==> src/rtl/sequential_restoring_divider.sv <==
// Multi-cycle unsigned restoring divider for the execute stage.
// A start pulse in IDLE latches the operands. Each RUN cycle performs one
// trial subtraction, so a result takes n cycles. A zero divisor goes through
// a single ZERO cycle instead and returns the RISC-V DIVU/REMU results.
//
// state | meaning
// ------+--------------------------------------------------------------
// IDLE  | waiting for start; results from the last operation are held
// RUN   | one trial subtraction per cycle, n cycles in total
// ZERO  | one cycle for divide-by-zero, then report all-ones / dividend
//
// Ports:
//   clk, rst            rising-edge clock, async active-high reset
//   start               request, sampled only in IDLE
//   dividend, divisor   operands (n bits), sampled with start
//   busy                high while an operation is in progress
//   done                one-cycle pulse when results become valid
//   quotient, remainder results (n bits), held until the next completion
//   div_by_zero         set with done when divisor was zero
module sequential_restoring_divider #(
    parameter int n = 64
) (
    input  logic         clk,
    input  logic         rst,
    input  logic         start,
    input  logic [n-1:0] dividend,
    input  logic [n-1:0] divisor,
    output logic         busy,
    output logic         done,
    output logic [n-1:0] quotient,
    output logic [n-1:0] remainder,
    output logic         div_by_zero
);

    localparam int cw = $clog2(n + 1);

    typedef enum logic [1:0] {
        IDLE = 2'd0,
        RUN  = 2'd1,
        ZERO = 2'd2
    } state_t;

    state_t        state, state_nxt;
    logic [cw-1:0] cnt;
    logic [n-1:0]  r_q;     // partial remainder
    logic [n-1:0]  q_q;     // dividend bits shifting out, quotient bits shifting in
    logic [n-1:0]  d_q;     // latched divisor
    logic [n:0]    r_sh;
    logic [n:0]    t;
    logic          borrow;
    logic          last;
    logic [n-1:0]  r_nxt;
    logic [n-1:0]  q_nxt;

    // Because r_q < divisor always holds, r_sh < 2*divisor. A non-negative
    // difference is therefore below 2^n, and a negative one wraps to at
    // least 2^n. That makes bit n of the (n+1)-bit subtract the borrow.
    always_comb begin
        r_sh   = {r_q, q_q[n-1]};
        t      = r_sh - {1'b0, d_q};
        borrow = t[n];
        r_nxt  = borrow ? r_sh[n-1:0] : t[n-1:0];
        q_nxt  = {q_q[n-2:0], ~borrow};
        last   = (cnt == cw'(1));
    end

    always_ff @(posedge clk or posedge rst) begin
        if (rst) begin
            state <= IDLE;
        end else begin
            state <= state_nxt;
        end
    end

    always_comb begin
        state_nxt = state;
        busy      = 1'b0;
        case (state)
            IDLE: begin
                if (start) begin
                    state_nxt = (divisor == '0) ? ZERO : RUN;
                end
            end
            RUN: begin
                busy = 1'b1;
                if (last) begin
                    state_nxt = IDLE;
                end
            end
            ZERO: begin
                busy      = 1'b1;
                state_nxt = IDLE;
            end
            default: state_nxt = IDLE;
        endcase
    end

    always_ff @(posedge clk or posedge rst) begin
        if (rst) begin
            cnt         <= '0;
            r_q         <= '0;
            q_q         <= '0;
            d_q         <= '0;
            done        <= 1'b0;
            quotient    <= '0;
            remainder   <= '0;
            div_by_zero <= 1'b0;
        end else begin
            done <= 1'b0;
            case (state)
                IDLE: begin
                    if (start) begin
                        q_q         <= dividend;
                        d_q         <= divisor;
                        r_q         <= '0;
                        cnt         <= cw'(n);
                        div_by_zero <= 1'b0;
                    end
                end
                RUN: begin
                    r_q <= r_nxt;
                    q_q <= q_nxt;
                    cnt <= cnt - cw'(1);
                    if (last) begin
                        quotient  <= q_nxt;
                        remainder <= r_nxt;
                        done      <= 1'b1;
                    end
                end
                ZERO: begin
                    // q_q still holds the untouched dividend here.
                    quotient    <= '1;
                    remainder   <= q_q;
                    div_by_zero <= 1'b1;
                    done        <= 1'b1;
                end
                default: ;
            endcase
        end
    end

endmodule
==> config.mk <==
export PLATFORM = sky130hd
export DESIGN_NAME = sequential_restoring_divider
export DESIGN_NICKNAME = d
export VERILOG_FILES = /design/src/rtl/sequential_restoring_divider.sv
export SDC_FILE = /design/constraint.sdc
export NUM_CORES = 1
export LEC_CHECK = 0
export CAP_MARGIN = 20
export CORE_MARGIN = 3
export CORE_UTILIZATION = 30
export CTS_BUF_LIST = sky130_fd_sc_hd__clkbuf_2
export DETAILED_ROUTE_END_ITERATION = 8
export DONT_BUFFER_PORTS = 1
export PLACE_DENSITY_LB_ADDON = 0.1
export SLEW_MARGIN = 20
export SYNTH_ARGS = -nofsm -noshare
export SYNTH_HDL_FRONTEND = slang
export SYNTH_SLANG_ARGS = --single-unit
==> constraint.sdc <==
create_clock -name clk -period 8.65 [get_ports clk]
set_input_delay 0 -clock clk [delete_from_list [all_inputs] [get_ports clk]]
set_output_delay 0 -clock clk [all_outputs]
set_load 0.02 [all_outputs]
==> reports/metrics.yaml <==
status:
  outcome: "finished clean"
logic_synthesis:
  synth_top_family_by_area: "compound AO/OA/AOI/OAI gates"
  syn_inst: 2057
  synth_warnings: 0
  synth-simple-area-share: 0.155
  synth_fp_nets: 2258
  synth-compound-area-share: 0.199
  yosysTopAreaCell: "dfrtp_1"
  synth_xor_area_frac: 0.0293
  ys_seq_area_frac: 0.455
  synth_edf_count: 0
  ys_ff_latch: 331
  syn_area_mm2: 0.0182
  synthAdderAreaFrac: 0.0485
  yosys-top-cells-area: "dfrtp_1 45%, o21ai_0 8.3%, nand2_1 7.5%"
  synth_top_area_frac: 0.455
  synth_cell_type_count: 72
  synth_flop_cell: "dfrtp_1"
  synthArstFlopShare: 1.00
  muxShareOfSynthArea: 0.0649
  syn_avg_cell_area_um2: 8.85
clock_network:
  cts_setup_buffers: 0
  clock_latency_ps: 1150
  cts_inserted_buffers: 96
  clockBufferDepth: 3
  root_buffer: "clkbuf_2"
  cts_num_sinks: 331
  path_clk_slew_ps: 100
  cts_tree: "built"
  htreeDepth: 3
final_layout:
  drive_gt1_frac: 0.0751
  syn_to_final_growth_pct: 28.1
  fin_nets: 2608
  fin_cells: 3249
timing:
  slew_headroom: 0.293
  finalHoldViolCount: 0
  clock_skew_ps: 119
  min_period_ps: 4400
  finalSetupViolCount: 0
  grt_setup_unrepaired: "false"
  maxSlewViolCount: 0
  min_period_over_period: 0.508
  fmax_mhz: 227
  setup_tns_ps: 0
  tightest_slew_ps: 1060
die:
  die_x_um: 252
  core-area_mm2: 0.0596
  die_area_mm2: 0.0637
  dieHeight_um: 252
  io_pins: 262
  start_util: 0.306
  rows: 89
worst_setup_path:
  cp_data_required_time_ps: 9620
  path_class: "reg -> reg"
  arrival_ps: 5370
  crit_path_start_kind: "register"
  critPathCaptureType: "register"
  critPathMaxFanout: 28
  r2r_setup_slack_ps: 4250
global_route:
  grt_max_degree: 141
  antenna_found_initial: 16
  grt_usage: 0.212
  grt_overflow: 0
  first_global_vias: 17000
  grt_pass1_wl_um: 104000
placed_design:
  dpl.cell_count: 2721
  place_congestion: 0.870
  port_buffers: 0
  dp_hpwl_um: 46600
detailed_routing:
  drtAntennaViolNets: 0
  via_count: 16700
  drcViolationCount: 0
  viasPerCell: 5.15
  drt_first_pass_iters: 5
  drt-wirelength-per-cell_um: 20.8
  finalWirelength_um: 67600
  drt_iter0_drc: 1005
min_path:
  min_path_type: "in -> reg"
power_and_ir_drop:
  power_density_mw_per_mm2: 300
  leakagePower_nw: 10.3
  vdd_drop_max_v: 0.000102
run:
  drv_cap: 0
[state kept, by name (all words and copies together) (netlist names)]
name / flops
remainder: 64
q_q: 64
quotient: 64
state: 2
cnt: 7
div_by_zero: 1
done: 1
d_q: 64
r_q: 64
[stage by stage]
stage          utilization  hold WS [ps]  total power, W  setup WS (ps)  cell area (um^2)
2_1_floorplan            -           117         0.00444           4230             18200
3_3_place_gp         0.317           119         0.00521           4260             18900
3_5_place_dp         0.317           126         0.00523           4180             18900
4_1_cts              0.391          1.21         0.00705           4180             23300
5_1_grt              0.391          53.8         0.00756           4020             23300
6_report             0.391           173         0.00699           4250             23300
[cells in the final DEF (no fill, tap or decap), types with 21 or more instances in the layout]
| master | netlist | final |
|---|---|---|
| nor2_1 | 95 | 94 |
| o21bai_1 | 21 | 21 |
| o21ai_0 | 302 | 301 |
| o22ai_1 | 24 | 24 |
| xnor2_1 | 40 | 40 |
| dlygate4sd3_1 | 0 | 361 |
| mux2i_1 | 108 | 107 |
| ha_1 | 69 | 67 |
| nand2_1 | 362 | 361 |
| a21oi_1 | 146 | 146 |
| nand3b_1 | 57 | 57 |
| dfrtp_1 | 331 | 331 |
| clkbuf_2 | 1 | 130 |
| inv_1 | 95 | 94 |
| a21o_1 | 22 | 22 |
| o21ai_1 | 35 | 34 |
| nand4_1 | 27 | 27 |
| nor4_1 | 24 | 23 |
[where the power goes]
part	internal, W	switching (W)	total (W)
combinational	0.00132	0.00156	0.00288
sequential	0.00212	0.000858	0.00298
clock	0.000415	0.000718	0.00113
total	0.00386	0.00314	0.00699
[cell usage after synthesis, types with 10 or more instances]
master / count
dfrtp_1: 331
clkbuf_1: 109
nand3b_1: 57
xor2_1: 19
nand3_1: 11
nor2_1: 95
nor3_1: 11
o22ai_1: 24
o21bai_1: 21
xnor2_1: 40
mux2i_1: 108
o21ai_1: 35
o21ai_0: 302
nand2b_1: 10
a21oi_1: 146
nand2_1: 362
ha_1: 69
a21o_1: 22
inv_1: 95
nand4_1: 27
a31oi_1: 12
nor4_1: 24
[logic make-up (layout without fill, tap and decap cells)]
kind of cell	Yosys count	after routing
AND/OR/NAND/NOR	622	622
XOR/XNOR	60	60
multiplexers	117	117
flip-flops	331	331
buffers and inverters	219	627
adder cells (fa/ha/maj)	70	70
AO/OA/AOI/OAI	638	638
other	0	11
[per-layer routing]
| layer | up-vias | track usage | share of wire |
|---|---|---|---|
| met5 | - | 0 | 0.00084 |
| met3 | 130 | 0.0507 | 0.064 |
| met2 | 461 | 0.321 | 0.43 |
| li1 | 7990 | - | - |
| met4 | 10 | 0.0695 | 0.030 |
| met1 | 8151 | 0.299 | 0.47 |
[layout make-up]
type,count,area [um^2]
clock buffers,130,651
flip-flops and latches,331,8280
inverters,95,360
clock inverters,26,143
multi-input cells,1507,9150
well taps,773,967
fillers,6095,36300
diodes,11,27.5
repair buffers,376,3740
[critical path, cell delays in order (launching register included)]
cell and delay, ps:
dfrtp_1 360, inv_1 80, ha_1 220, fa_1 390, nand2b_1 180, a21o_1 200, a31o_1 240, nor2b_4 140
o31a_1 350, o31ai_4 400, a31oi_1 260, xnor2_4 190, buf_4 450, mux2i_1 140, dlygate4sd3_1 570, o21ai_0 130
[repair_timing]
| item | in CTS | in global routing |
|---|---|---|
| endpoints found under the hold margin | 519 | 0 |
| gates resized for setup | 0 | 0 |
| hold buffers | 361 | 0 |
[worst paths after layout]
path,to,cells past startpoint,start
setup / recovery,q_q[0],15,q_q[63]
hold / removal,q_q[30],4,dividend[30]
setup reg to reg,q_q[0],15,q_q[63]
hold reg to reg,q_q[63],2,q_q[63]
max in group asynchronous,d_q[46],6,rst
min in group asynchronous,quotient[35],5,rst
Power figures use the tool's default switching activity.
